[src/rtl/mantis_pkg.sv]
// Shared widths and controller state encoding for the Mantis counter-mode front end.
package mantis_pkg;

    localparam int MANTIS_BLK_W = 64;
    localparam int MANTIS_TWK_W = 64;
    localparam int MANTIS_KEY_W = 128;

    typedef enum logic [1:0] {
        IDLE  = 2'd0,
        READY = 2'd1,
        RUN   = 2'd2,
        OUT   = 2'd3
    } state_e;

endpackage

[src/rtl/mantis_lat_timer.sv]
// Down-counter that measures the core latency window once loaded.
// done is high when the count has reached zero; it is only meaningful
// while the owner is enabling the count after a load.
module mantis_lat_timer #(
    parameter int LAT = 2
) (
    input  logic clk,
    input  logic rst,
    input  logic load,
    input  logic en,
    output logic done
);

    localparam int W = $clog2(LAT + 1);

    logic [W-1:0] cnt_q;

    // Load the full latency, then count down to zero while enabled.
    always_ff @(posedge clk) begin
        if (rst) begin
            cnt_q <= '0;
        end else if (load) begin
            cnt_q <= W'(LAT);
        end else if (en && (cnt_q != '0)) begin
            cnt_q <= cnt_q - W'(1);
        end
    end

    assign done = (cnt_q == '0);

endmodule

[src/rtl/mantis_ctr_ctrl.sv]
// Counter-mode controller for the Mantis core: the IV is encrypted under the
// message key with the block index as tweak, and the resulting keystream is
// XORed onto each incoming data block. One block is in flight at a time.
module mantis_ctr_ctrl
    import mantis_pkg::*;
#(
    parameter int CORE_LAT = 2,
    parameter int CTR_W    = 64
) (
    input  logic                    clk,
    input  logic                    rst,
    input  logic                    start,
    input  logic [MANTIS_KEY_W-1:0] key_in,
    input  logic [MANTIS_BLK_W-1:0] iv_in,
    input  logic                    in_valid,
    output logic                    in_ready,
    input  logic [MANTIS_BLK_W-1:0] in_data,
    input  logic                    in_last,
    output logic                    out_valid,
    input  logic                    out_ready,
    output logic [MANTIS_BLK_W-1:0] out_data,
    output logic                    out_last,
    output logic                    core_enc,
    output logic [MANTIS_KEY_W-1:0] core_K,
    output logic [MANTIS_BLK_W-1:0] core_P,
    output logic [MANTIS_TWK_W-1:0] core_T,
    input  logic [MANTIS_BLK_W-1:0] core_C,
    output logic                    busy,
    output logic                    ctr_err
);

    state_e                  state_q, state_d;
    logic [MANTIS_KEY_W-1:0] key_q, key_d;
    logic [MANTIS_BLK_W-1:0] iv_q, iv_d;
    logic [MANTIS_TWK_W-1:0] twk_q, twk_d;
    logic [CTR_W-1:0]        ctr_q, ctr_d;
    logic                    err_q, err_d;
    logic [MANTIS_BLK_W-1:0] data_q, data_d;
    logic                    last_q, last_d;
    logic [MANTIS_BLK_W-1:0] odata_q, odata_d;
    logic                    olast_q, olast_d;
    logic                    in_ready_c;
    logic                    timer_load;
    logic                    timer_done;

    // Counts the core latency from the cycle after a block is accepted.
    mantis_lat_timer #(
        .LAT (CORE_LAT)
    ) u_lat_timer (
        .clk  (clk),
        .rst  (rst),
        .load (timer_load),
        .en   (state_q == RUN),
        .done (timer_done)
    );

    // State and datapath registers; reset drops any in-flight block.
    always_ff @(posedge clk) begin
        if (rst) begin
            state_q <= IDLE;
            key_q   <= '0;
            iv_q    <= '0;
            twk_q   <= '0;
            ctr_q   <= '0;
            err_q   <= 1'b0;
            data_q  <= '0;
            last_q  <= 1'b0;
            odata_q <= '0;
            olast_q <= 1'b0;
        end else begin
            state_q <= state_d;
            key_q   <= key_d;
            iv_q    <= iv_d;
            twk_q   <= twk_d;
            ctr_q   <= ctr_d;
            err_q   <= err_d;
            data_q  <= data_d;
            last_q  <= last_d;
            odata_q <= odata_d;
            olast_q <= olast_d;
        end
    end

    // Next-state logic: message setup, block accept, keystream capture, output handshake.
    always_comb begin
        state_d    = state_q;
        key_d      = key_q;
        iv_d       = iv_q;
        twk_d      = twk_q;
        ctr_d      = ctr_q;
        err_d      = err_q;
        data_d     = data_q;
        last_d     = last_q;
        odata_d    = odata_q;
        olast_d    = olast_q;
        in_ready_c = 1'b0;
        timer_load = 1'b0;

        case (state_q)
            IDLE: begin
                if (start) begin
                    key_d   = key_in;
                    iv_d    = iv_in;
                    ctr_d   = '0;
                    err_d   = 1'b0;
                    state_d = READY;
                end
            end
            READY: begin
                in_ready_c = !err_q;
                // A new message wins over a block offered in the same cycle.
                if (start) begin
                    key_d = key_in;
                    iv_d  = iv_in;
                    ctr_d = '0;
                    err_d = 1'b0;
                end else if (in_valid && !err_q) begin
                    data_d             = in_data;
                    last_d             = in_last;
                    twk_d              = '0;
                    twk_d[CTR_W-1:0]   = ctr_q;
                    timer_load         = 1'b1;
                    state_d            = RUN;
                end
            end
            RUN: begin
                if (timer_done) begin
                    odata_d = core_C ^ data_q;
                    olast_d = last_q;
                    state_d = OUT;
                end
            end
            OUT: begin
                if (out_ready) begin
                    if (olast_q) begin
                        state_d = IDLE;
                    end else begin
                        state_d = READY;
                        // An exhausted index must never be reused as a tweak.
                        if (ctr_q == {CTR_W{1'b1}}) begin
                            err_d = 1'b1;
                        end else begin
                            ctr_d = ctr_q + CTR_W'(1);
                        end
                    end
                end
            end
            default: state_d = IDLE;
        endcase
    end

    assign in_ready  = in_ready_c;
    assign out_valid = (state_q == OUT);
    assign out_data  = odata_q;
    assign out_last  = olast_q;
    assign core_enc  = 1'b1;
    assign core_K    = key_q;
    assign core_P    = iv_q;
    assign core_T    = twk_q;
    assign busy      = (state_q != IDLE);
    assign ctr_err   = err_q;

endmodule

[config.mk]
export PLATFORM = sky130hd
export DESIGN_NAME = mantis_ctr_ctrl
export DESIGN_NICKNAME = d
export VERILOG_FILES = /design/src/rtl/mantis_pkg.sv /design/src/rtl/mantis_lat_timer.sv /design/src/rtl/mantis_ctr_ctrl.sv
export SDC_FILE = /design/constraint.sdc
export NUM_CORES = 1
export LEC_CHECK = 0
export CAP_MARGIN = 20
export CELL_PAD_IN_SITES_DETAIL_PLACEMENT = 1
export CELL_PAD_IN_SITES_GLOBAL_PLACEMENT = 1
export CORE_AREA = 2 2 255 257
export CTS_BUF_LIST = sky130_fd_sc_hd__clkbuf_4
export DETAILED_ROUTE_END_ITERATION = 10
export DIE_AREA = 0 0 257 259
export GPL_ROUTABILITY_DRIVEN = 0
export GPL_TIMING_DRIVEN = 0
export PLACE_DENSITY_LB_ADDON = 0.05
export SLEW_MARGIN = 20
export SYNTH_ARGS = -nofsm -noshare
export SYNTH_HDL_FRONTEND = slang
export SYNTH_SLANG_ARGS = --single-unit
[constraint.sdc]
create_clock -name clk -period 2.6 [get_ports clk]
set_input_delay 0.26 -clock clk [delete_from_list [all_inputs] [get_ports clk]]
set_output_delay 0.26 -clock clk [all_outputs]
set_load 0.1 [all_outputs]
After elaboration in Yosys (flattened, before gate mapping)
Index checks and enable logic that the tools add are counted.

Bits in registers: 455. Bits of input ports: 326. Output and inout port bits: 326. Logic and storage cells: 69.

Add/sub/neg operators: 2. Equality and inequality tests: 13. Muxes and demuxes: 23. Bitwise gates (word level): 2. Reductions and logical operators: 17.

Operator list (number): 2-to-1 mux 64 bit (4); case mux 64 bit (2 select lines) (1); adder 64 x 1 -> 64 bit, second input constant (1); == test 64 bit, second input constant (1); bitwise XOR 64 bit (1); AND reduction 5 bit (3); 2-to-1 mux 2 bit (7); != test 2 bit, second input constant (6); 2-to-1 mux 1 bit (9); case mux 2 bit (4 select lines) (1); nonzero test 2 bit (4); != test 2 x 1 -> 1 bit, second input constant (3); == test 2 bit, second input constant (2); logical NOT 2 bit (2); AND reduction 2 bit (2); OR reduction 2 bit (2); AND reduction 3 bit (1); == test 2 x 1 -> 1 bit, second input constant (1); logical AND 1 bit (2); case mux 1 bit (2 select lines) (1); subtractor 2 x 1 -> 2 bit, second input constant (1); logical NOT 1 bit (1); inverter 1 bit (1).

Logic depth before layout (Yosys ltp)
Gate-level depths: netlist of the first run.

Depth in word-level cells: 6. Mapped depth: 10. Mapped depth without buffers: 8.

By module
From an unflattened synthesis of the first run, not the netlist that was laid out.

Cell total of the unflattened synthesis: 2189. Area total of the unflattened synthesis: 17605.6 sq um.

By module, submodules not included: mantis_ctr_ctrl (times used 1, cells each 2178, area an instance 17499.3 sq um, sequential area each 9068.7 sq um); mantis_lat_timer (times used 1, cells each 11, area an instance 106.4 sq um, sequential area each 40.0 sq um).

Least setup slack after synthesis of the first run
Ideal clock, no wire load.

Kind: flip-flop to flip-flop. Start: register err_q (netlist: ctr_err). End: register twk_q[47] (netlist: core_T[47]). Library setup time: 0.070 ns. Data arrival time: 3.352 ns. Data required time: 2.530 ns. Path slack: -0.823 ns. Cell stages (with the launch flop): 8. Buffers on the path: 3. Clock period less this slack: 3.423 ns. Cells stage by stage: dfxtp_1 nor2b_1 and3b_1 clkbuf_1 clkbuf_1 clkbuf_1 nand2_1 a21oi_1.

Longest elaborated chain between the ends: 3.

Ends and longest elaborated chain: start: declaration (line mantis_ctr_ctrl.sv:37) `logic err_q, err_d;`; start signal: assignment (line mantis_ctr_ctrl.sv:76) `err_q <= err_d;`; logical NOT 1 bit (line mantis_ctr_ctrl.sv:117) `end else if (in_valid && !err_q) begin`; logical AND 1 bit (line mantis_ctr_ctrl.sv:117); AND reduction 3 bit (no source line); end signal: assignment (line mantis_ctr_ctrl.sv:74) `twk_q <= twk_d;`; end: declaration (line mantis_ctr_ctrl.sv:35) `logic [MANTIS_TWK_W-1:0] twk_q, twk_d;`.

No other way between the ends. A chain may end at the register's enable or synchronous reset.

Final worst setup path of the first run
Start: register odata_q[23] (netlist: out_data[23]). End: output port out_data[23].

RTL lines: start: declaration (line mantis_ctr_ctrl.sv:40) `logic [MANTIS_BLK_W-1:0] odata_q, odata_d;`; start signal: assignment (line mantis_ctr_ctrl.sv:79) `odata_q <= odata_d;`; end: declaration (line mantis_ctr_ctrl.sv:21) `output logic [MANTIS_BLK_W-1:0] out_data,`.

No word-level cell between the ends.

==> results of run 1 <==
## area by class of cell
type                       count  area share [%]
clock buffer                 216            5.39
tap                          855            3.56
sequential                   455            30.4
timing repair buffer         999            32.0
inverter                      12           0.150
buffer                       158            2.45
antenna                       16           0.133
multi-input combinational   1527            25.7
clock inverter                24           0.312
## flip-flops by register name, indices dropped and copies added, names as in the netlist
name / cells
core_K: 128
core_T: 64
out_data: 64
core_P: 64
ctr_q: 64
u_lat_timer.cnt_q: 2
last_q: 1
data_q: 64
out_last: 1
state_q: 2
ctr_err: 1
## placed cells by master (no fill, tap or decap), drive strengths merged, types with 13 or more instances in the layout
| cell type | count |
|---|---|
| nand4 | 17 |
| dlygate4sd2 | 271 |
| dlygate4sd3 | 322 |
| o21ai | 21 |
| clkinv | 19 |
| inv | 16 |
| a211oi | 68 |
| nor2 | 114 |
| clkdlybuf4s50 | 324 |
| diode | 16 |
| nor3 | 16 |
| clkbuf | 349 |
| nand3 | 27 |
| xnor2 | 66 |
| a21oi | 387 |
| a41oi | 13 |
| clkdlybuf4s15 | 44 |
| dfxtp | 455 |
| buf | 63 |
| a31oi | 34 |
| nand2 | 663 |
## report_power, final
group	switching [W]	total [W]	internal [W]
logic	0.0108	0.0138	0.00296
registers	0.000544	0.00854	0.00800
clock network	0.00331	0.00705	0.00374
total	0.0147	0.0294	0.0147
## stage by stage
step                      power, W  cell area [um2]   TNS (ns)  hold slack, ns  std cells
after floorplan             0.0183            17400          0           0.396       2159
after global placement      0.0222            24900     -63.04           0.442       3663
after detailed placement    0.0224            24900     -61.25           0.448       3663
after CTS                   0.0295            29800  -0.000298          0.0999       4242
after global routing        0.0308            30100    -0.0135           0.199       4258
final                       0.0294            30100          0           0.243       4262
## final timing paths
check	start	to	slack, ns	cells past startpoint
max	out_data[23]	out_data[23]	0.08	1
min	out_ready	state_q[0]	0.24	5
max reg2reg	ctr_q[1]	ctr_q[44]	0.10	9
min reg2reg	core_K[74]	core_K[74]	0.45	2
## layer usage
| layer | share of wire, % | up-vias | routed length (um) | track usage, % |
|---|---|---|---|---|
| li1 | - | 9652 | - | - |
| met2 | 48 | 621 | 43000 | 44.0 |
| met1 | 41 | 9627 | 37000 | 30.4 |
| met3 | 7.0 | 170 | 6300 | 9.11 |
| met5 | 0.072 | - | 65 | 0 |
| met4 | 3.8 | 10 | 3390 | 11.8 |
## kinds of logic after synthesis
logic type | after synthesis
muxes | 2
buffers and inverters | 177
and+or+nand+nor | 895
AOI/OAI and AO/OA | 557
xor gates and xnor gates | 66
other | 1
DFF | 455
adders and majority gates | 6
## repair_timing
item,in CTS,in global routing
endpoints found under the hold margin,323,0
endpoints found under the setup margin,570,201
pin swaps,13,13
setup buffers,18,7
hold buffers,322,0
cloned,1,2
gates resized for setup,441,66
==> impl_metrics.yaml, run 1 <==
logic_synthesis:
  ys_ff_latch: 455
  synth_top_family_by_area: "simple AND/OR/NAND/NOR gates"
  number_of_enable_type_register_cells_in_the_synthesized_netlist: 0
  synth_compound_area_share_pct: 18.2
  yosys.cell_types.count: 53
  post_synth_xor_area_fraction_pct: 3.33
  avg_synthesized_cell_area_um2: 8.04
  synth_largest_area_cell: "sky130_fd_sc_hd__dfxtp_1"
  synthSimpleGateAreaFrac_pct: 21.2
  synth.area.mux_share_pct: 0.115
  yosysWarningCount: 0
  syn-num-nets: 2491
  synthArstFlopShare_pct: 0
  proportion_of_synthesized_chip_area_in_sequential_cells_pct: 52.5
  synth.top_cells.by_area: "sky130_fd_sc_hd__dfxtp_1, sky130_fd_sc_hd__nand2_1, sky130_fd_sc_hd__a21oi_1"
  synth_fa_ha_area_share_pct: 0.432
  ys_dominant_reg_cell: "sky130_fd_sc_hd__dfxtp_1"
  synth_common_cells: "sky130_fd_sc_hd__nand2_1, sky130_fd_sc_hd__dfxtp_1, sky130_fd_sc_hd__a21oi_1, sky130_fd_sc_hd__clkbuf_1, sky130_fd_sc_hd__nor2_1"
  synth_instances: 2159
  yosysMostFrequentCell: "sky130_fd_sc_hd__nand2_1"
  synth_top_cell_area_share_pct: 52.5
  synthesis.area_mm2: 0.0174
route:
  antenna_left: 0
  routed_wirelength_um: 89800
  first_iter_violations: 838
  avgViaCountPerCell: 4.71
  drc_violations: 0
  route.detailed.wl_per_inst_um: 21.1
  drt_pass1_iterations: 5
  dr_total_vias: 20100
timing:
  fmax_mhz: 398
  finalHoldViolCount: 0
  slew-limit-headroom_pct: 26.3
  final_period_minus_worst_setup_slack_ns: 2.52
  tightest_slew_ns: 1.11
  finalSetupViolCount: 0
  final-max-slew-violation-count: 0
  finalCritPeriodShare_pct: 96.7
  timing.clock.skew_ns: 0.0522
  final.setup.worst_slack_ns: 0.0847
clock_network:
  h-tree-depth: 4
  cts_root_buf: "sky130_fd_sc_hd__clkbuf_4"
  tritoncts.num_buffers: 143
  clock_slew_at_the_register_clock_pins_of_the_worst_setup_and_hold_paths_ns: 0.07
  clkLatencyLatePin_ns: 0.97
  cts.sinks: 455
  cts_buffer_depth: 3
  tritoncts: "built"
worst_setup_path:
  crit_path_cell_trace: "dlygate4sd2_1"
  worst-endpoint-arrival_ns: 2.26
  cp-start-kind: "flop"
  path_delay_family: "buffers and inverters"
  critical-path-max-stage-delay_ns: 0.89
  critPathBufInv: 1
  critPathSlowestCell: "sky130_fd_sc_hd__dlygate4sd2_1"
  crit_type: "reg2out"
  setup.worst_path.end_class: "output port"
  worstPathRequired_ns: 2.34
  critPathMaxFanout: 2
finish:
  n_fill_cell: 7587
  seq_area_mm2: 0.00914
  fraction_of_final_layout_cells_with_drive_strength_greater_than_1_pct: 10.7
  area_of_combinational_cells_with_multiple_inputs_mm2: 0.00772
  finish.net_count: 3628
  post-route-util_pct: 47.1
  area.growth.synth_to_final_pct: 73.3
floorplanning:
  std_cell_rows: 93
  dieHeight_um: 259
  floorplan.io_pins: 652
  initial_util_pct: 27.2
  die_width_um: 257
  fp.coreArea_mm2: 0.0639
  die-area_mm2: 0.0666
power_and_ir_drop:
  worst_ir_drop_vdd_v: 0.000472
  powerDensity_mw_per_mm2: 977
  static-leakage-power_nw: 12.1
grt:
  number_of_global_route_vias_before_repair: 21600
  wire_length_of_the_first_global_routing_pass_um: 133000
  globalRouteTotalUtil_pct: 26.3
  globalRouteOverflowTotal: 0
  largest_net_degree_at_the_start_of_global_routing: 17
  initial_antenna_violation_count: 19
placement:
  place.detailed.hpwl_um: 65600
  port_buffers: 649
  dp_slack_ns: -0.611
outcome:
  status: "complete, no violations"
hold_path:
  hold_class: "in2reg"
job:
  cap_violations: 0
Note: power is estimated with default switching activity, not from simulation.
==> run 2, diff against run 1 <==
Settings changed: CORE_AREA 2 2 255 257 to 2 2 254 256, DIE_AREA 0 0 257 259 to 0 0 256 258.
Clock period 2.6 ns to 3 ns, I/O delays scaled along.
==> run 2 against run 1 <==
Sequential power shrank 13%. Count of clock-buffer cells in the layout is 20 lower. Core utilization is 0.11 points lower. Setup slack better by 0.059 ns. Via count decreased by 0.68%. Clock skew decreased by 0.0089 ns. Critical endpoint is now out_data[62]. Sequential share of layout area increased by 0.091 points. Critical path type unchanged. Total power decreased by 12%. Cell count is 0.96% lower. Largest power group unchanged. Design area is 0.59% lower. Combinational power fell by 11%. Register-to-register slack better by 0.08 ns.
==> impl_metrics.yaml, run 2 (synthesis results as in run 1) <==
grt:
  globalRouteTotalUtil_pct: 26.1
  number_of_global_route_vias_before_repair: 21400
  globalRouteOverflowTotal: 0
  initial_antenna_violation_count: 12
  largest_net_degree_at_the_start_of_global_routing: 17
  wire_length_of_the_first_global_routing_pass_um: 133000
worst_setup_path:
  critPathSlowestCell: "sky130_fd_sc_hd__clkdlybuf4s50_1"
  worstPathRequired_ns: 2.70
  path_delay_family: "buffers and inverters"
  critical-path-max-stage-delay_ns: 1.19
  cp-start-kind: "flop"
  crit_type: "reg2out"
  setup.worst_path.end_class: "output port"
  critPathMaxFanout: 2
  critPathBufInv: 1
  worst-endpoint-arrival_ns: 2.56
  crit_path_cell_trace: "clkdlybuf4s50_1"
  cp_num_cells: 1
  rr_worst_depth: 12
floorplanning:
  floorplan.io_pins: 652
  std_cell_rows: 93
  die_width_um: 256
  fp.coreArea_mm2: 0.0636
  initial_util_pct: 27.3
  dieHeight_um: 258
  die-area_mm2: 0.0660
timing:
  final.setup.worst_slack_ns: 0.144
  finalCritPeriodShare_pct: 95.2
  final-max-slew-violation-count: 0
  slew-limit-headroom_pct: 22.0
  unrepaired_setup_endpoints_after_global_routing: "no"
  finalHoldViolCount: 0
  timing.clock.skew_ns: 0.0433
  tightest_slew_ns: 1.17
  final_period_minus_worst_setup_slack_ns: 2.86
  finalSetupViolCount: 0
  tns_ns: 0
  worst_hold_slack_ns: 0.131
  fmax_mhz: 350
route:
  drt_pass1_iterations: 5
  dr_total_vias: 19900
  drc_violations: 0
  avgViaCountPerCell: 4.72
  routed_wirelength_um: 88300
  route.detailed.wl_per_inst_um: 20.9
  antenna_left: 0
  first_iter_violations: 751
finish:
  post-route-util_pct: 47.0
  final_cell_mix: "sky130_fd_sc_hd__nand2_1, sky130_fd_sc_hd__clkdlybuf4s50_1, sky130_fd_sc_hd__dfxtp_1"
  most_common_cell_after_layout_fill_and_taps_aside: "sky130_fd_sc_hd__nand2_1"
  area.growth.synth_to_final_pct: 72.2
  finalInstanceArea_mm2: 0.0299
  fraction_of_final_layout_cells_with_drive_strength_greater_than_1_pct: 7.81
  n_fill_cell: 7600
  max_reg_flops: 128
  finish.net_count: 3603
job:
  cap_violations: 0
clock_network:
  cts_buffer_depth: 3
  cts_root_buf: "sky130_fd_sc_hd__clkbuf_4"
  clkLatencyLatePin_ns: 0.96
  h-tree-depth: 4
  tritoncts.num_buffers: 141
  tritoncts: "built"
  cts.sinks: 455
  clock_slew_at_the_register_clock_pins_of_the_worst_setup_and_hold_paths_ns: 0.05
placement:
  port_buffers: 649
  dpl-instance-area_mm2: 0.0249
  dp_slack_ns: -0.397
  place.detailed.hpwl_um: 65700
power_and_ir_drop:
  static-leakage-power_nw: 10.6
  worst_ir_drop_vdd_v: 0.000351
  powerDensity_mw_per_mm2: 860
hold_path:
  min_delay_path_depth: 3
  hold_class: "in2reg"
outcome:
  status: "complete, no violations"
[run 2: worst paths after layout]
kind,startpoint,to,slack (ns)
setup reg to reg,ctr_q[0],ctr_q[31],0.18
hold / removal,core_C[21],out_data[21],0.13
hold reg to reg,core_K[72],core_K[72],0.45
setup / recovery,out_data[62],out_data[62],0.14
[run 2: layer usage]
layer	vias up	global-route usage [%]	part of all wire [%]
met5	-	0	0.068
met4	8	9.02	2.5
met3	138	8.38	6.7
met2	584	44.8	49
met1	9633	30.8	42
li1	9581	-	-
[run 2: worst register-to-register path: cells and delay by family (launching register included)]
| family | cells | cell delay [ns] |
|---|---|---|
| compound gates | 2 | 0.29 |
| simple gates | 4 | 0.95 |
| fa+ha+maj | 1 | 0.19 |
| flops | 1 | 0.40 |
| buf+inv | 5 | 0.93 |
[run 2: cell type report]
class | instances | area, um2 | area share (%)
Antenna cell | 13 | 32.5 | 0.109
Sequential cell | 455 | 9110 | 30.5
Tap cell | 855 | 1070 | 3.58
Clock inverter | 29 | 181 | 0.607
Inverter | 12 | 45.0 | 0.151
Multi-Input combinational cell | 1527 | 7610 | 25.5
Buffer | 164 | 693 | 2.32
Timing Repair Buffer | 970 | 9680 | 32.4
Clock buffer | 196 | 1470 | 4.92
[run 2: what timing repair did]
item                                    in CTS  in global routing
hold buffers                               317                  0
endpoints found under the setup margin      67                 72
endpoints found under the hold margin      317                  0
pin swaps                                    1                  1
setup buffers                                3                  0
cloned                                       0                  0
resized for setup                           13                 19
[run 2: report_power, final]
group,total (W),switching (W),internal [W]
logic,0.0123,0.00932,0.00299
clock network,0.00597,0.00283,0.00315
registers,0.00743,0.000493,0.00694
total,0.0257,0.0126,0.0131
[run 2: per-stage QoR]
step / cells / power [W]
after global placement: 3663 / 0.0193
after global routing: 4218 / 0.0270
after detailed placement: 3664 / 0.0194
after CTS: 4209 / 0.0259
after floorplan: 2159 / 0.0159
final: 4221 / 0.0257
==> run 3, diff against run 2 <==
Settings changed: GPL_TIMING_DRIVEN 0 to unset.
==> run 3 against run 2 <==
First-iteration DRC count rose by 17%. Via count decreased by 3.1%. Worst hold slack improved by 0.023 ns. Register-to-register slack worse by 0.02 ns. Count of clock-buffer cells in the layout up 3. Fmax rose by 0.62%. Core utilization shrank 1.4 points. Cell count shrank 2.7%. Combinational power decreased by 3%. Critical path type is now reg2reg. Largest cell class unchanged. Largest power group unchanged. Highest routed layer unchanged.
==> impl_metrics.yaml, run 3 (synthesis results as in run 1) <==
floorplanning:
  die-area_mm2: 0.0660
  die_width_um: 256
  floorplan.io_pins: 652
  fp.coreArea_mm2: 0.0636
  initial_util_pct: 27.3
  dieHeight_um: 258
  std_cell_rows: 93
route:
  routed_wirelength_um: 80800
  drt_pass1_iterations: 5
  antenna_left: 0
  dr_total_vias: 19300
  drc_violations: 0
  avgViaCountPerCell: 4.70
  first_iter_violations: 878
  route.detailed.wl_per_inst_um: 19.7
timing:
  worst_hold_slack_ns: 0.155
  tightest_slew_ns: 1.02
  tns_ns: 0
  final.setup.worst_slack_ns: 0.161
  timing.clock.skew_ns: 0.0580
  final_period_minus_worst_setup_slack_ns: 2.84
  final-max-slew-violation-count: 0
  finalCritPeriodShare_pct: 94.6
  unrepaired_setup_endpoints_after_global_routing: "no"
  slew-limit-headroom_pct: 31.5
  fmax_mhz: 352
  finalSetupViolCount: 0
  finalHoldViolCount: 0
clock_network:
  h-tree-depth: 4
  tritoncts.num_buffers: 135
  cts_buffer_depth: 3
  cts_root_buf: "sky130_fd_sc_hd__clkbuf_4"
  clkLatencyLatePin_ns: 0.92
  clock_slew_at_the_register_clock_pins_of_the_worst_setup_and_hold_paths_ns: 0.06
  cts.sinks: 455
  tritoncts: "built"
worst_setup_path:
  critPathMaxFanout: 16
  crit_type: "reg2reg"
  cp-start-kind: "flop"
  setup.worst_path.end_class: "flop"
  worst-endpoint-arrival_ns: 3.67
  worstPathRequired_ns: 3.83
  rr_worst_depth: 8
finish:
  most_common_cell_after_layout_fill_and_taps_aside: "sky130_fd_sc_hd__nand2_1"
  max_reg_flops: 128
  final_cell_mix: "sky130_fd_sc_hd__nand2_1, sky130_fd_sc_hd__dfxtp_1, sky130_fd_sc_hd__a21oi_1"
  finish.net_count: 3477
  n_fill_cell: 7552
  area.growth.synth_to_final_pct: 67.0
  post-route-util_pct: 45.6
  fraction_of_final_layout_cells_with_drive_strength_greater_than_1_pct: 17.4
grt:
  initial_antenna_violation_count: 20
  globalRouteOverflowTotal: 0
  number_of_global_route_vias_before_repair: 20500
  wire_length_of_the_first_global_routing_pass_um: 123000
  largest_net_degree_at_the_start_of_global_routing: 158
  globalRouteTotalUtil_pct: 23.8
power_and_ir_drop:
  power_switching_w: 0.0123
  share_seq_of_total_power_pct: 29.3
  powerDensity_mw_per_mm2: 874
  internal_power_w: 0.0130
  worst_ir_drop_vdd_v: 0.000485
  static-leakage-power_nw: 11.1
  sw_frac_of_total_pct: 48.6
  power.clock.fraction_pct: 23.7
  p_total_w: 0.0253
  comb_power_share_pct: 47.0
hold_path:
  min_delay_path_depth: 3
  hold_class: "in2reg"
job:
  cap_violations: 0
placement:
  port_buffers: 650
  place.detailed.hpwl_um: 57100
  dp_slack_ns: -0.0423
outcome:
  status: "complete, no violations"
==> run 3: what timing repair did <==
action | 4_1_cts | 5_1_grt
endpoints found under the hold margin | 375 | 0
buffers inserted | 3 | 0
endpoints found under the setup margin | 13 | 13
resized for setup | 0 | 0
pin swaps | 1 | 1
hold buffers | 319 | 0
==> run 3: power by group through the flow <==
stage	logic [W]	registers (W)	clock network [W]
final	0.0119	0.00742	0.00601
after detailed placement	0.0116	0.00755	0
after global placement	0.0115	0.00751	0
after floorplan	0.00274	0.0131	0
after global routing	0.0125	0.00752	0.00658
after CTS	0.0120	0.00742	0.00628
==> run 3: metrics by stage <==
step,cell area [um2],instances
2_1_floorplan,17400,2159
3_3_place_gp,24100,3541
3_5_place_dp,24100,3541
4_1_cts,28900,4087
5_1_grt,29000,4102
6_report,29000,4106
==> run 3: metal layers <==
layer | track usage [%] | part of all wire [%] | up-vias
li1 | - | - | 9335
met1 | 27.6 | 41 | 9225
met2 | 39.1 | 48 | 581
met3 | 8.59 | 6.9 | 167
met4 | 11.4 | 3.9 | 10
met5 | 0 | 0.087 | -
==> run 3: final cells by class <==
type / count / area [um2] / area share (%)
Tap cell: 855 / 1070 / 3.69
Antenna cell: 19 / 47.5 / 0.164
Sequential cell: 455 / 9110 / 31.4
Clock inverter: 25 / 178 / 0.613
Timing Repair Buffer: 1014 / 9490 / 32.7
Multi-Input combinational cell: 1527 / 7560 / 26.1
Clock buffer: 199 / 1490 / 5.15
Inverter: 12 / 45.0 / 0.155
==> run 3: critical path: stages (launching register included) <==
cell and delay [ns]:
sky130_fd_sc_hd__dfxtp_1 0.40, sky130_fd_sc_hd__ha_1 0.30, sky130_fd_sc_hd__nand4_2 0.14, sky130_fd_sc_hd__or4_1 0.70, sky130_fd_sc_hd__or3_4 0.55, sky130_fd_sc_hd__o22ai_2 0.17
sky130_fd_sc_hd__buf_4 0.28, sky130_fd_sc_hd__a21oi_1 0.07, sky130_fd_sc_hd__nor2_1 0.13
==> run 3: final timing paths <==
kind / from / endpoint / slack (ns)
setup / recovery: ctr_q[1] / ctr_q[23] / 0.16
hold / removal: core_C[59] / out_data[59] / 0.15
setup reg to reg: ctr_q[1] / ctr_q[23] / 0.16
hold reg to reg: core_K[108] / core_K[108] / 0.45
